**src/rtl/kp_scan_ctrl.sv**
```systemverilog
// Keypad scan controller: column drive, row sync/debounce,
// one key code per press on a valid/ready output.
module kp_scan_ctrl #(
  parameter int SETTLE_CYC   = 4,
  parameter int DEBOUNCE_CNT = 16
) (
  input  logic       clk,
  input  logic       reset,
  input  logic [3:0] kpr,
  output logic [3:0] kpc,
  output logic [3:0] key_code,
  output logic       key_valid,
  input  logic       key_ready,
  output logic       key_down,
  output logic       overrun
);
  localparam int CMAX = (SETTLE_CYC > DEBOUNCE_CNT) ?
                        SETTLE_CYC : DEBOUNCE_CNT;
  localparam int CW = $clog2(CMAX + 1);
  localparam logic [CW-1:0] SET_LAST = CW'(SETTLE_CYC - 1);
  localparam logic [CW-1:0] DEB_LAST = CW'(DEBOUNCE_CNT - 1);
  localparam logic [CW-1:0] CNT_MAX  = CW'(CMAX);

  typedef enum logic [2:0] {
    SETTLE, SCAN, DEBOUNCE, HELD, REL_DEB
  } state_e;

  state_e      state_q, state_d;
  logic [CW-1:0] cnt_q, cnt_d, cnt_inc;
  logic [3:0]  kpc_q, kpc_d, kpc_rot;
  logic [3:0]  cand_q, cand_d;
  logic [3:0]  s1_q, s2_q;
  logic [3:0]  code_q, code_d;
  logic        valid_q, valid_d;
  logic        down_q, down_d;
  logic        ovr_q, ovr_d;
  logic        accept;
  logic        rows_idle;
  logic        one_low;

  function automatic logic [1:0] low_idx(input logic [3:0] v);
    logic [1:0] r;
    r = 2'd3;
    if (!v[3])      r = 2'd0;
    else if (!v[2]) r = 2'd1;
    else if (!v[1]) r = 2'd2;
    return r;
  endfunction

  assign rows_idle = (s2_q == 4'b1111);
  assign one_low   = (s2_q == 4'b0111) || (s2_q == 4'b1011) ||
                     (s2_q == 4'b1101) || (s2_q == 4'b1110);
  assign kpc_rot   = {kpc_q[0], kpc_q[3:1]};
  assign cnt_inc   = (cnt_q == CNT_MAX) ? cnt_q : cnt_q + 1'b1;

  always_comb begin
    state_d = state_q;
    cnt_d   = cnt_q;
    kpc_d   = kpc_q;
    cand_d  = cand_q;
    code_d  = code_q;
    valid_d = valid_q;
    down_d  = down_q;
    ovr_d   = 1'b0;
    accept  = 1'b0;
    if (valid_q && key_ready) valid_d = 1'b0;
    unique case (state_q)
      SETTLE: begin
        if (cnt_q >= SET_LAST) begin
          state_d = SCAN;
          cnt_d   = '0;
        end else begin
          cnt_d = cnt_inc;
        end
      end
      SCAN: begin
        if (rows_idle) begin
          kpc_d   = kpc_rot;
          cnt_d   = '0;
          state_d = SETTLE;
        end else if (one_low) begin
          cand_d  = s2_q;
          cnt_d   = '0;
          state_d = DEBOUNCE;
        end
      end
      DEBOUNCE: begin
        if (s2_q != cand_q) begin
          cnt_d   = '0;
          state_d = SETTLE;
        end else if (cnt_q >= DEB_LAST) begin
          accept  = 1'b1;
          cnt_d   = '0;
          state_d = HELD;
        end else begin
          cnt_d = cnt_inc;
        end
      end
      HELD: begin
        if (rows_idle) begin
          cnt_d   = '0;
          state_d = REL_DEB;
        end
      end
      REL_DEB: begin
        if (!rows_idle) begin
          cnt_d   = '0;
          state_d = HELD;
        end else if (cnt_q >= DEB_LAST) begin
          down_d  = 1'b0;
          kpc_d   = kpc_rot;
          cnt_d   = '0;
          state_d = SETTLE;
        end else begin
          cnt_d = cnt_inc;
        end
      end
      default: begin
        cnt_d   = '0;
        state_d = SETTLE;
      end
    endcase
    // A press while the slot is still full is dropped, not queued.
    if (accept) begin
      down_d = 1'b1;
      if (!valid_q || key_ready) begin
        code_d  = {low_idx(cand_q), low_idx(kpc_q)};
        valid_d = 1'b1;
      end else begin
        ovr_d = 1'b1;
      end
    end
  end

  always_ff @(posedge clk) begin
    if (reset) begin
      state_q <= SETTLE;
      cnt_q   <= '0;
      kpc_q   <= 4'b0111;
      cand_q  <= 4'b1111;
      s1_q    <= 4'b1111;
      s2_q    <= 4'b1111;
      code_q  <= 4'h0;
      valid_q <= 1'b0;
      down_q  <= 1'b0;
      ovr_q   <= 1'b0;
    end else begin
      state_q <= state_d;
      cnt_q   <= cnt_d;
      kpc_q   <= kpc_d;
      cand_q  <= cand_d;
      s1_q    <= kpr;
      s2_q    <= s1_q;
      code_q  <= code_d;
      valid_q <= valid_d;
      down_q  <= down_d;
      ovr_q   <= ovr_d;
    end
  end

  assign kpc       = kpc_q;
  assign key_code  = code_q;
  assign key_valid = valid_q;
  assign key_down  = down_q;
  assign overrun   = ovr_q;

endmodule

```
**config.mk**
```make
export PLATFORM = sky130hd
export DESIGN_NAME = kp_scan_ctrl
export DESIGN_NICKNAME = d
export VERILOG_FILES = /design/src/rtl/kp_scan_ctrl.sv
export SDC_FILE = /design/constraint.sdc
export NUM_CORES = 1
export LEC_CHECK = 0
export BUFFER_PORTS_ARGS = -buffer_cell sky130_fd_sc_hd__clkbuf_2
export CAP_MARGIN = 25
export CORE_MARGIN = 5
export CORE_UTILIZATION = 56
export DETAILED_ROUTE_END_ITERATION = 10
export HOLD_SLACK_MARGIN = 0.03
export PLACE_DENSITY = 0.88
export RECOVER_POWER = 100
export SLEW_MARGIN = 20
export SYNTH_ARGS = -nofsm -noshare
export SYNTH_HDL_FRONTEND = slang
export SYNTH_SLANG_ARGS = --single-unit
```
**constraint.sdc**
```tcl
create_clock -name clk -period 2.3 [get_ports clk]
set_input_delay 0.46 -clock clk [delete_from_list [all_inputs] [get_ports clk]]
set_output_delay 0.46 -clock clk [all_outputs]
set_load 0.03 [all_outputs]
```
[Yosys cells after proc, flatten, opt, wreduce, memory -nomap -nowiden]
Index checks and enable logic that the tools add are counted.
Operators by class
  add/subtract/negate cells: 1
  multipliers: 0
  divide/modulo/power cells: 0
  $lt $le $gt $ge: 2
  eq/ne operators: 19
  shifts and indexed selects: 0
  muxes and demuxes: 39
  bitwise operators: 2
  reductions and logical operators: 18
Operators with widths (count)
  2-to-1 mux 5 bit: 8
  case mux 5 bit (5 select lines): 1
  2-to-1 mux 3 bit: 8
  == test 4 bit (second input constant): 4
  case mux 3 bit (5 select lines): 1
  2-to-1 mux 1 bit: 13
  2-to-1 mux 4 bit: 3
  inequality test 2 bit (second input constant): 5
  inequality test 3 bit (second input constant): 3
  2-to-1 mux 2 bit: 4
  case mux 4 bit (2 select lines): 1
  nonzero test 2 bit: 4
  == test 3 x 2 -> 1 bit (second input constant): 2
  AND reduction 3 bit: 2
  adder 5 x 1 -> 5 bit (second input constant): 1
  == test 5 bit (second input constant): 1
  greater-or-equal comparator 5 x 2 -> 1 bit (second input constant): 1
  greater-or-equal comparator 5 x 4 -> 1 bit (second input constant): 1
  AND reduction 5 bit: 1
  == test 4 x 3 -> 1 bit (second input constant): 1
  logical OR 1 bit: 4
  inequality test 4 bit: 1
  AND reduction 2 bit: 2
  AND reduction 4 bit: 1
  7 further kinds: 8
Word-level totals
  register bits: 31
  bits in latches: 0
  RAM bits: 0
  bits in read-only memories: 0
  input port bits: 7
  output and inout bits: 11
  logic and storage cells: 91
  memories: 0

[Longest topological paths before layout]
Gate-level depths: netlist (run 1).
  depth after elaboration: 7
  gate-level depth with buffers: 8
  depth with buffers taken out: 8

[Worst setup path after synthesis (run 1)]
OpenSTA, ideal clock, no wires.
  path kind: reg-to-reg
  from: reg cnt_q[0]
  to: reg kpc_q[2], in the netlist kpc[2]
  setup time: 0.130 ns
  arrival time: 1.767 ns
  required time: 2.170 ns
  slack: 0.403 ns
  stages on the path, launching flop included: 9
  path buffers: 0
  period minus slack after synthesis: 1.897 ns
  cells stage by stage: dfxtp_1 -> ha_1 -> and3_1 -> ha_1 -> nor2_1 -> a21oi_1 -> o211ai_1 -> mux2i_1 -> nand2_1
On the way
  cells in the longest elaborated chain, start to end: 3
RTL lines
  start, declared: RTL line 29  | logic [CW-1:0] cnt_q, cnt_d, cnt_inc;
  start signal, assigned: RTL line 149  | cnt_q <= cnt_d;
  greater-or-equal comparator 5 x 4 -> 1 bit: RTL line 109  | end else if (cnt_q >= DEB_LAST) begin
  inequality test 2 bit (no source line)
  AND reduction 4 bit (no source line)
  end signal, assigned: RTL line 150  | kpc_q <= kpc_d;
  end, declared: RTL line 30  | logic [3:0] kpc_q, kpc_d, kpc_rot;
No other way between the ends.
A chain may end at the register's enable or synchronous reset.

[Worst setup path in the final report (run 1)]
  from: reg cnt_q[0]
  to: reg cnt_q[2]
On the way
  cells in the longest elaborated chain, start to end: 5
  elaborated cells on any way between the ends: 10
  those cells by class: 1 x add/sub; 2 x order compare; 1 x eq/ne; 6 x mux
RTL lines
  adder 5 x 1 -> 5 bit / == test 5 bit (equally long branches): RTL line 54  | assign cnt_inc = (cnt_q == CNT_MAX) ? cnt_q : cnt_q + 1'b1;
  2-to-1 mux 5 bit: RTL line 54
  2-to-1 mux 5 bit: RTL line 91, 109
  2-to-1 mux 5 bit, on equally long branches: RTL line 106, 88
  case mux 5 bit (5 select lines) (*): RTL line 67  | unique case (state_q)
Mark *: on every way between the ends. The rest lies on a longest branch, timed or not.

==> results of run 1 <==
-- per-layer routing --
layer  share of wire, %  GRT usage (%)
met5                  0              0
met2                 48           30.4
met4                2.8           13.0
met3                6.7           7.34
met1                 43           21.6
-- synth_stat cells, types with 2 or more instances --
cell,n,area share (%)
and3_1,2,0.88
nand2_1,14,3.7
clkbuf_1,4,1.1
or2_2,9,4.0
nor2_1,9,2.4
o22ai_1,2,0.88
and2_1,2,0.88
buf_2,2,0.71
dfxtp_1,31,44
mux2i_1,4,2.8
xor2_1,4,2.5
nor3_1,9,3.2
nand2b_1,2,0.88
a21oi_1,10,3.5
a211oi_1,4,2.1
o211ai_1,5,2.6
inv_1,8,2.1
nand4_1,2,0.88
a31o_2,3,1.9
nand3_1,4,1.4
ha_1,3,2.6
o21ai_0,6,2.1
-- critical path: cells and delay by family, from the launching register on --
family	cells	cell delay, ns
AO/OA/AOI/OAI	2	0.45
AND/OR/NAND/NOR	4	0.74
adder cells (fa/ha/maj)	2	0.40
flip-flops	1	0.44
-- worst max path at each step --
stage / start / slack, ns / depth (start not counted) / endpoint
after floorplan: cnt_q[0] / 0.40 / 8 / kpc[2]
final: cnt_q[0] / 0.17 / 8 / cnt_q[2]
after detailed placement: cnt_q[0] / 0.22 / 8 / kpc[1]
after global routing: cnt_q[0] / 0.02 / 8 / cnt_q[1]
after CTS: cnt_q[0] / 0.19 / 8 / kpc[1]
after global placement: cnt_q[0] / 0.31 / 8 / kpc[1]
-- state kept, by name (all words and copies together) (netlist names), 3 cells and up --
name / flops
cnt_q: 5
cand_q: 4
key_code: 4
kpc: 4
s1_q: 4
s2_q: 4
state_q: 3
-- power by group through the flow --
stage	registers [mW]	logic, mW	clock network [mW]
5_1_grt	0.682	0.440	0.483
6_report	0.673	0.403	0.448
2_1_floorplan	0.689	0.298	0
4_1_cts	0.671	0.410	0.457
3_3_place_gp	0.674	0.383	0
3_5_place_dp	0.684	0.409	0
-- through the flow --
step                area (sq um)  setup slack [ns]
finish                      1570             0.173
global route                1570            0.0192
CTS                         1600             0.194
detailed placement          1520             0.217
global placement            1520             0.308
floorplan                   1420             0.403
-- area by class of cell --
| type | instances | area (sq um) | area share [%] |
|---|---|---|---|
| clock inverter | 2 | 35.0 | 2.23 |
| tap | 30 | 37.5 | 2.39 |
| clock buffer | 6 | 51.3 | 3.26 |
| timing repair buffer | 18 | 73.8 | 4.70 |
| multi-input combinational | 112 | 719 | 45.8 |
| inverter | 9 | 33.8 | 2.15 |
| sequential | 31 | 621 | 39.5 |
-- kinds of logic (layout without fill, tap and decap cells) --
| group | after synthesis | count (layout) | share of synthesized area, % |
|---|---|---|---|
| and+or+nand+nor | 59 | 59 | 21.3 |
| AOI/OAI and AO/OA | 40 | 40 | 20.9 |
| DFF | 31 | 31 | 43.8 |
| buffers and inverters | 16 | 35 | 4.68 |
| xor gates and xnor gates | 5 | 5 | 3.09 |
| adders and majority gates | 4 | 4 | 3.44 |
| muxes | 4 | 4 | 2.82 |
==> metrics.yaml, run 1 <==
hold-worst-slack_ns: 0.300
routedWlPerCell_um: 15.1
final_core_util_pct: 64.0
arrival_ns: 2.36
maxCapViolations: 0
clock_power_share_pct: 29.4
layout_common_cells: "dfxtp_1 (31), nand2_1 (14), clkbuf_1 (13), a21oi_1 (10)"
dr.pass1.iters: 4
nFillCells: 210
path_clk_slew_ns: 0.09
finalNetCount: 187
dp.final_hpwl_mm: 2.21
ir_worst_vdd_mv: 0.778
synth.avg_cell_area_sq_um: 8.92
io_buffers: 17
p_comb_share_pct: 26.5
synth_edf_count: 0
n_antenna_cell: 0
core_area_sq_um: 2450
gp_congestion: 0.899
ys.flop_type: "dfxtp_1"
rsz0062_at_grt: "false"
cts_hold_buf: 0
netlist_area_sq_um: 1420
period_share_pct: 92.5
clk_latency_ns: 0.34
setup_tns_ns: 0
htreeDepth: 2
p_sw_share_pct: 33.4
hold_end: "s1_q[0]"
syn_nets: 169
die_area_sq_um: 3640
min_from: "kpr[0]"
internal_power_mw: 1.02
drc: 0
status: "complete, no violations"
rr_worst_depth: 8
slowest_stage: "dfxtp_1"
grt_pass1_wl_mm: 5.11
antenna_left: 0
hold_viol: 0
cellLeakagePower_nw: 0.635
row_count: 18
syn_inst: 159
cts.sinks: 31
worst_pin_slew_ns: 1.04
yosys.cell_types.count: 42
crit_type: "reg2reg"
ys_ff_latch: 31
required_ns: 2.54
ys_warn_count: 0
max_freq_mhz: 470
start_util_pct: 57.7
clk_path_buf_depth: 2
p_sw_uw: 509
track_usage_pct: 19.3
cts_tree: "built"
regToRegEndpoint: "cnt_q[2]"
seqPwrFrac_pct: 44.1
path_max_fanout: 6
grt_max_degree: 27
ys_seq_area_share_pct: 43.8
antenna_found_initial: 0
vias: 1268
fin_cells: 208
async_reset_ff_share_pct: 0
final-setup-viol-count: 0
cts_root_buf: "clkbuf_4"
synthToLayoutAreaGrowth_pct: 10.9
cts_inserted_buffers: 5
vias_per_cell: 6.10
startpoint_type: "flop"
total_power_mw: 1.52
powerDensity_nw_per_um2: 970
path_cells: "ha_1, and3_1, ha_1, nor2_1, nand2_1, o22ai_1, or2_2, a32o_2"
finalClockSkew_ns: 0.00156
min_path_cells: 2
io_pins: 18
post_cts_resize_count: 0
hp-class: "in2reg"
drive_gt1_share_pct: 18.5
drt-initial-drc-count: 58
grt_pass1_vias: 1210
layout_commonest_cell: "dfxtp_1"
finalCriticalPeriod_ns: 2.13
die_w_um: 60.3
max_slew_margin_pct: 30.5
grt.overflow.total: 0
routed_wl_mm: 3.14
crit_path_frequent_cell: "ha_1"
drv_slew: 0
fp.dieH_um: 60.3
end_kind: "flop"
dpl.cell_count: 200
slowest_delay_ns: 0.44
timing.rr.start: "cnt_q[0]"
postCtsSetupBuffers: 0
r2r_setup_slack_ns: 0.17
Note: power is estimated with default switching activity, not from simulation.
==> run 2, diff against run 1 <==
--- a/config.mk
+++ b/config.mk
@@ -5,13 +5,13 @@
 export SDC_FILE = /design/constraint.sdc
 export NUM_CORES = 1
 export LEC_CHECK = 0
-export BUFFER_PORTS_ARGS = -buffer_cell sky130_fd_sc_hd__clkbuf_2
 export CAP_MARGIN = 25
 export CORE_MARGIN = 5
-export CORE_UTILIZATION = 56
+export CORE_UTILIZATION = 60
 export DETAILED_ROUTE_END_ITERATION = 10
+export DONT_BUFFER_PORTS = 1
 export HOLD_SLACK_MARGIN = 0.03
-export PLACE_DENSITY = 0.88
+export PLACE_DENSITY = 0.86
 export RECOVER_POWER = 100
 export SLEW_MARGIN = 20
 export SYNTH_ARGS = -nofsm -noshare
==> run 2 against run 1 <==
Against the previous run:
- routed wire length fell by 2.2%
- non-clock buffer count fell by 16
- via count fell by 7.7%
- clock-buffer cell count rose by 1
- power fell by 11%
- die area fell by 5.6%
- global-route usage rose by 1.3 points
- clock skew rose by 0.0073 ns
- register-to-register slack improved by 0.04 ns
- sequential power rose by 4.3%
- final cell count fell by 8.7%
- critical endpoint unchanged
- largest cell class unchanged
==> metrics.yaml, run 2 (synthesized netlist as in run 1, its figures left out) <==
routed_wl_mm: 3.07  # was 3.14 mm
nFillCells: 198  # was 210
cts.sinks: 31  # unchanged
status: "complete, no violations"  # unchanged
max_slew_margin_pct: 63.2  # was 30.5%
worst_slack_ns: 0.211  # was 0.173 ns
slowest_delay_ns: 0.42  # was 0.44 ns
seqPwrFrac_pct: 51.6  # was 44.1%
dpl.cell_count: 182  # was 200
arrival_ns: 2.31  # was 2.36 ns
grt.overflow.total: 0  # unchanged
cts_tree: "built"  # unchanged
clk_path_buf_depth: 2  # unchanged
required_ns: 2.52  # was 2.54 ns
min_from: "reset"  # was kpr[0]
largest_register_ffs: 5  # unchanged
p_sw_uw: 484  # was 509 uW
powerDensity_nw_per_um2: 917  # was 970 nW/um^2
antenna_left: 0  # unchanged
final_core_util_pct: 66.3  # was 64.0%
period_share_pct: 90.8  # was 92.5%
cts_hold_buf: 0  # unchanged
r2r_setup_slack_ns: 0.21  # was 0.17 ns
gp_congestion: 0.979  # was 0.899
track_usage_pct: 20.6  # was 19.3%
postCtsSetupBuffers: 0  # unchanged
grt_max_degree: 28  # was 27
setup_tns_ns: 0  # unchanged
layout_commonest_cell: "dfxtp_1"  # unchanged
ir_worst_vdd_mv: 0.567  # was 0.778 mV
antenna_found_initial: 0  # unchanged
cts_inserted_buffers: 5  # unchanged
die_area_sq_um: 3430  # was 3640 sq um
row_count: 17  # was 18
p_comb_share_pct: 26.7  # was 26.5%
slowest_stage: "dfxtp_1"  # unchanged
path_cells: "ha_1, and3_1, ha_1, nor2_1, and2_0, and3_1, or2_2, a32o_2"  # was ha_1, and3_1, ha_1, nor2_1, nand2_1, o22ai_1, or2_2, a32o_2
drt-initial-drc-count: 39  # was 58
cellLeakagePower_nw: 0.593  # was 0.635 nW
rr_worst_depth: 8  # unchanged
grt_pass1_wl_mm: 5.24  # was 5.11 mm
grt_pass1_vias: 1147  # was 1,210
post_cts_resize_count: 0  # unchanged
htreeDepth: 2  # unchanged
path_clk_slew_ns: 0.09  # about the same
hp-class: "in2reg"  # unchanged
rsz0062_at_grt: "false"  # unchanged
fin_cells: 190  # was 208
drive_gt1_share_pct: 16.7  # was 18.5%
layout_common_cells: "dfxtp_1 (31), nand2_1 (14), a21oi_1 (10)"  # was dfxtp_1 (31), nand2_1 (14), clkbuf_1 (13), a21oi_1 (10)
die_w_um: 58.6  # was 60.3 um
regToRegEndpoint: "cnt_q[2]"  # unchanged
start_util_pct: 63.5  # was 57.7%
startpoint_type: "flop"  # unchanged
vias: 1170  # was 1,268
clock_power_share_pct: 21.6  # was 29.4%
path_max_fanout: 6  # unchanged
place_ws_ns: 0.234  # was 0.217 ns
routedWlPerCell_um: 16.1  # was 15.1 um
io_pins: 18  # unchanged
fp.dieH_um: 58.6  # was 60.3 um
fin_area_sq_um: 1480  # was 1570 sq um
max_freq_mhz: 479  # was 470 MHz
drc: 0  # unchanged
n_antenna_cell: 0  # unchanged
finalCriticalPeriod_ns: 2.09  # was 2.13 ns
finalClockSkew_ns: 0.00883  # was 0.00156 ns
vias_per_cell: 6.16  # was 6.10
end_kind: "flop"  # unchanged
drv_slew: 0  # unchanged
cts_root_buf: "clkbuf_4"  # unchanged
top_register: "cnt_q"  # unchanged
crit_type: "reg2reg"  # unchanged
finalNetCount: 171  # was 187
final-setup-viol-count: 0  # unchanged
dr.pass1.iters: 4  # unchanged
p_sw_share_pct: 35.6  # was 33.4%
hold_viol: 0  # unchanged
core_area_sq_um: 2230  # was 2450 sq um
timing.rr.start: "cnt_q[1]"  # was cnt_q[0]
internal_power_uw: 876  # was 1.02 mW
io_buffers: 0  # was 17
min_path_cells: 1  # was 2
synthToLayoutAreaGrowth_pct: 4.50  # was 10.9%
clk_latency_ns: 0.33  # was 0.34 ns
post_dp_cell_area_sq_um: 1440  # was 1520 sq um
hold_end: "kpc[3]"  # was s1_q[0]
dp.final_hpwl_mm: 2.23  # was 2.21 mm
worst_pin_slew_ns: 0.549  # was 1.04 ns
maxCapViolations: 0  # unchanged
==> run 2: per-stage QoR <==
| step | hold slack, ns | power [mW] |
|---|---|---|
| after global placement | 0.394 | 1.05 |
| after detailed placement | 0.394 | 1.07 |
| final | 0.190 | 1.36 |
| after global routing | 0.162 | 1.47 |
| after CTS | 0.180 | 1.37 |
| after floorplan | 0.389 | 0.987 |
==> run 2: worst max-delay path by stage <==
stage | from | to | slack (ns)
2_1_floorplan | cnt_q[0] | kpc[2] | 0.40
3_3_place_gp | cnt_q[0] | cnt_q[2] | 0.35
3_5_place_dp | cnt_q[0] | cnt_q[2] | 0.23
4_1_cts | cnt_q[1] | cnt_q[2] | 0.21
5_1_grt | cnt_q[1] | cnt_q[2] | 0.06
6_report | cnt_q[1] | cnt_q[2] | 0.21
==> run 2: final cells by class <==
class                   instances  area [sq um]  share of cell area [%]
clock buffers                   7          45.0                    3.04
well taps                      28          35.0                    2.36
repair buffers                  2          11.3                   0.760
inverters                       9          33.8                    2.28
multi-input cells             112           731                    49.3
flip-flops and latches         31           621                    41.9
clock inverters                 1          5.00                   0.338
==> run 2: critical path, delay by kind of cell, from the launching register on <==
kind            cells  cell delay, ns
flops               1            0.42
compound gates      1            0.27
simple gates        5            0.90
fa+ha+maj           2            0.40
==> run 2: routing by layer <==
metal | GRT usage (%) | routed length, um | vias up | part of all wire, %
li1 | - | - | 570 | -
met1 | 24.0 | 1310 | 555 | 43
met2 | 33.0 | 1510 | 36 | 49
met3 | 7.89 | 164 | 9 | 5.3
met4 | 10.7 | 80 | 0 | 2.6
met5 | 0 | 0 | - | 0
==> run 2: power groups by stage <==
stage / Combinational [mW] / Sequential [mW] / Clock (mW)
2_1_floorplan: 0.298 / 0.689 / 0
3_3_place_gp: 0.344 / 0.704 / 0
3_5_place_dp: 0.357 / 0.713 / 0
4_1_cts: 0.361 / 0.702 / 0.304
5_1_grt: 0.414 / 0.716 / 0.339
6_report: 0.363 / 0.702 / 0.294
==> run 3, diff against run 2 <==
--- a/config.mk
+++ b/config.mk
@@ -5,6 +5,8 @@
 export SDC_FILE = /design/constraint.sdc
 export NUM_CORES = 1
 export LEC_CHECK = 0
+export ABC_AREA = 1
+export ABC_CLOCK_PERIOD_IN_PS = 2300
 export CAP_MARGIN = 25
 export CORE_MARGIN = 5
 export CORE_UTILIZATION = 60
==> run 3 against run 2 <==
Against the previous run:
- combinational power rose by 65%
- synthesized cell count rose by 32%
- critical path depth rose by 3
- flip-flop and latch count did not move
- critical endpoint is now state_q[0]
- power rose by 24%
- utilization fell by 1.4 points
- synthesized area rose by 9.7%
- clock skew barely moved
- first-iteration DRC count rose by 110%
- clock power rose by 22%
- largest power group unchanged
==> metrics.yaml, run 3 <==
die_w_um: 60.9  # was 58.6 um
finalClockSkew_ns: 0.00846  # was 0.00883 ns
async_reset_ff_share_pct: 0  # unchanged
routed_wl_mm: 2.90  # was 3.07 mm
use_met3_pct: 6.38  # was 7.89%
path_cells: "ha_1, nand2_1, nor2_1, ha_1, nor2_1, nand2_1, inv_1, nand2_1, nand3_1, o21ai_0, inv_1"  # was ha_1, and3_1, ha_1, nor2_1, and2_0, and3_1, or2_2, a32o_2
gr-usage-met1_pct: 24.5  # was 24.0%
layout_common_cells: "nand2_1 (54), dfxtp_1 (31), inv_1 (29), a21oi_1 (14), nand3_1 (12)"  # was dfxtp_1 (31), nand2_1 (14), a21oi_1 (10)
period_share_pct: 81.1  # was 90.8%
cts_root_buf: "clkbuf_4"  # unchanged
synthToLayoutAreaGrowth_pct: 3.46  # was 4.50%
drt-initial-drc-count: 80  # was 39
drv_slew: 0  # unchanged
ir_worst_vdd_mv: 0.791  # was 0.567 mV
vias: 1316  # was 1,170
synth_top_family_by_area: "simple AND/OR/NAND/NOR gates"  # unchanged
hold-worst-slack_ns: 0.187  # was 0.190 ns
io_buffers: 0  # unchanged
finalCriticalPeriod_ns: 1.86  # was 2.09 ns
powerDensity_nw_per_um2: 1050  # was 917 nW/um^2
syn_inst: 210  # was 159
vias_per_cell: 5.37  # was 6.16
synthMostInstantiatedCell: "nand2_1"  # was dfxtp_1
netlist_area_sq_um: 1560  # was 1420 sq um
fp.dieH_um: 60.9  # was 58.6 um
setup_tns_ns: 0  # unchanged
layout_commonest_cell: "nand2_1"  # was dfxtp_1
dr.pass1.iters: 4  # unchanged
core_area_sq_um: 2480  # was 2230 sq um
muxShareOfSynthArea_pct: 0  # was 2.82%
dp.final_hpwl_mm: 2.24  # was 2.23 mm
routedWlPerCell_um: 11.8  # was 16.1 um
cts.sinks: 31  # unchanged
worst_pin_slew_ns: 0.448  # was 0.549 ns
crit_family: "simple AND/OR/NAND/NOR gates"  # unchanged
ys_top_cells_by_area: "dfxtp_1 (40%), nand2_1 (13%), inv_1 (6.8%)"  # was dfxtp_1 (44%), or2_2 (4.0%), nand2_1 (3.7%)
clk_latency_ns: 0.33  # about the same
fin_area_sq_um: 1610  # was 1480 sq um
die_area_sq_um: 3710  # was 3430 sq um
max_slew_margin_pct: 70.0  # was 63.2%
gp_congestion: 0.911  # was 0.979
track_usage_pct: 18.3  # was 20.6%
cellLeakagePower_nw: 0.789  # was 0.593 nW
path_buf_inv: 2  # was 0
largest_register_ffs: 5  # unchanged
yosys.cell_types.count: 27  # was 42
ys_ff_latch: 31  # unchanged
maxCapViolations: 0  # unchanged
crit_type: "reg2reg"  # unchanged
finalNetCount: 224  # was 171
clk_path_buf_depth: 2  # unchanged
slowest_delay_ns: 0.41  # was 0.42 ns
drive_gt1_share_pct: 15.3  # was 16.7%
synthXorXnorAreaFrac_pct: 1.69  # was 3.09%
synth-compound-area-share_pct: 11.7  # was 20.9%
row_count: 18  # was 17
ys_warn_count: 0  # unchanged
postCtsSetupBuffers: 0  # unchanged
final-setup-viol-count: 0  # unchanged
synth_common_cells: "nand2_1 (52), dfxtp_1 (31), inv_1 (28)"  # was dfxtp_1 (31), nand2_1 (14), a21oi_1 (10)
yosys.area.top_type: "dfxtp_1"  # unchanged
synth.avg_cell_area_sq_um: 7.41  # was 8.92 sq um
cts_inserted_buffers: 5  # unchanged
start_util_pct: 62.8  # was 63.5%
hold_viol: 0  # unchanged
antenna_left: 0  # unchanged
grt_max_degree: 20  # was 28
crit_path_frequent_cell: "nand2_1"
post_dp_cell_area_sq_um: 1580  # was 1440 sq um
status: "complete, no violations"  # unchanged
io_pins: 18  # unchanged
max_freq_mhz: 536  # was 479 MHz
syn_nets: 220  # was 169
path_max_fanout: 6  # unchanged
synth-simple-area-share_pct: 34.8  # was 21.3%
end_kind: "flop"  # unchanged
synth_edf_count: 0  # unchanged
hp-class: "in2reg"  # unchanged
grt.overflow.total: 0  # unchanged
n_antenna_cell: 0  # unchanged
ys.flop_type: "dfxtp_1"  # unchanged
ys_seq_area_share_pct: 39.9  # was 43.8%
path_clk_slew_ns: 0.10  # was 0.09 ns
post_cts_resize_count: 0  # unchanged
cts_hold_buf: 0  # unchanged
arrival_ns: 2.09  # was 2.31 ns
startpoint_type: "flop"  # unchanged
grt_most_used_layer: "met2"  # unchanged
drc: 0  # unchanged
synthAdderAreaFrac_pct: 2.41  # was 3.44%
htreeDepth: 2  # unchanged
cts_tree: "built"  # unchanged
antenna_found_initial: 0  # unchanged
grt_pass1_vias: 1167  # was 1,147
rsz0062_at_grt: "false"  # unchanged
required_ns: 2.53  # was 2.52 ns
top_register: "cnt_q"  # unchanged
netlist.area_leader.share_pct: 39.9  # was 43.8%
grt_use_met2_pct: 27.5  # was 33.0%
slowest_stage: "dfxtp_1"  # unchanged
grt_pass1_wl_mm: 5.00  # was 5.24 mm
[run 3: cell types whose count changed after synthesis, sizes merged, moves of 4 or more]
cell / previous run / this run
nand3: 4 / 14
nor3: 9 / 3
inv: 9 / 35
a21oi: 10 / 14
a211oi: 4 / 0
nand2: 14 / 56
nand4: 2 / 6
nor2: 9 / 17
mux2i: 4 / 0
[run 3: kinds of logic after synthesis]
family	after synthesis
and+or+nand+nor	104
buffers and inverters	39
DFF	31
AOI/OAI and AO/OA	30
xor gates and xnor gates	3
adders and majority gates	3
[run 3: worst reg2reg max path: stages, from the launching register on]
cell,delay (ns)
dfxtp_1,0.41
ha_1,0.23
nand2_1,0.06
nor2_1,0.09
ha_1,0.14
nor2_1,0.04
nand2_1,0.15
inv_1,0.06
nand2_1,0.12
nand3_1,0.20
o21ai_0,0.21
inv_1,0.05
[run 3: final timing paths]
kind             from          end  slack [ns]  depth (start not counted)
min reg2reg   s1_q[1]      s2_q[1]        0.42                          1
max reg2reg  cnt_q[1]   state_q[0]        0.44                         11
min             reset  key_code[0]        0.19                          1
max          cnt_q[1]   state_q[0]        0.44                         11
[run 3: cell type report]
type / instances / area (sq um)
clock buffers: 7 / 65.1
clock inverters: 1 / 7.51
fillers: 236 / 868
inverters: 36 / 136
multi-input cells: 140 / 742
flip-flops and latches: 31 / 621
well taps: 30 / 37.5
[run 3: where the power goes]
part / switching (mW) / internal (mW) / total [mW]
Clock: 0.180 / 0.178 / 0.358
Sequential: 0.113 / 0.615 / 0.728
Combinational: 0.388 / 0.212 / 0.600
Total: 0.681 / 1.01 / 1.69
[run 3: layer usage]
metal	part of all wire (%)	vias up
li1	-	678
met4	1.7	0
met1	47	592
met5	0	-
met2	44	38
met3	6.5	8
[run 3: metrics by stage]
step	worst slack (ns)	utilization [%]	instances	total power [mW]
2_1_floorplan	0.751	-	210	1.28
3_3_place_gp	0.660	63.8	237	1.38
3_5_place_dp	0.606	63.8	237	1.39
4_1_cts	0.601	66.8	245	1.76
5_1_grt	0.234	64.9	245	1.83
6_report	0.436	64.9	245	1.69
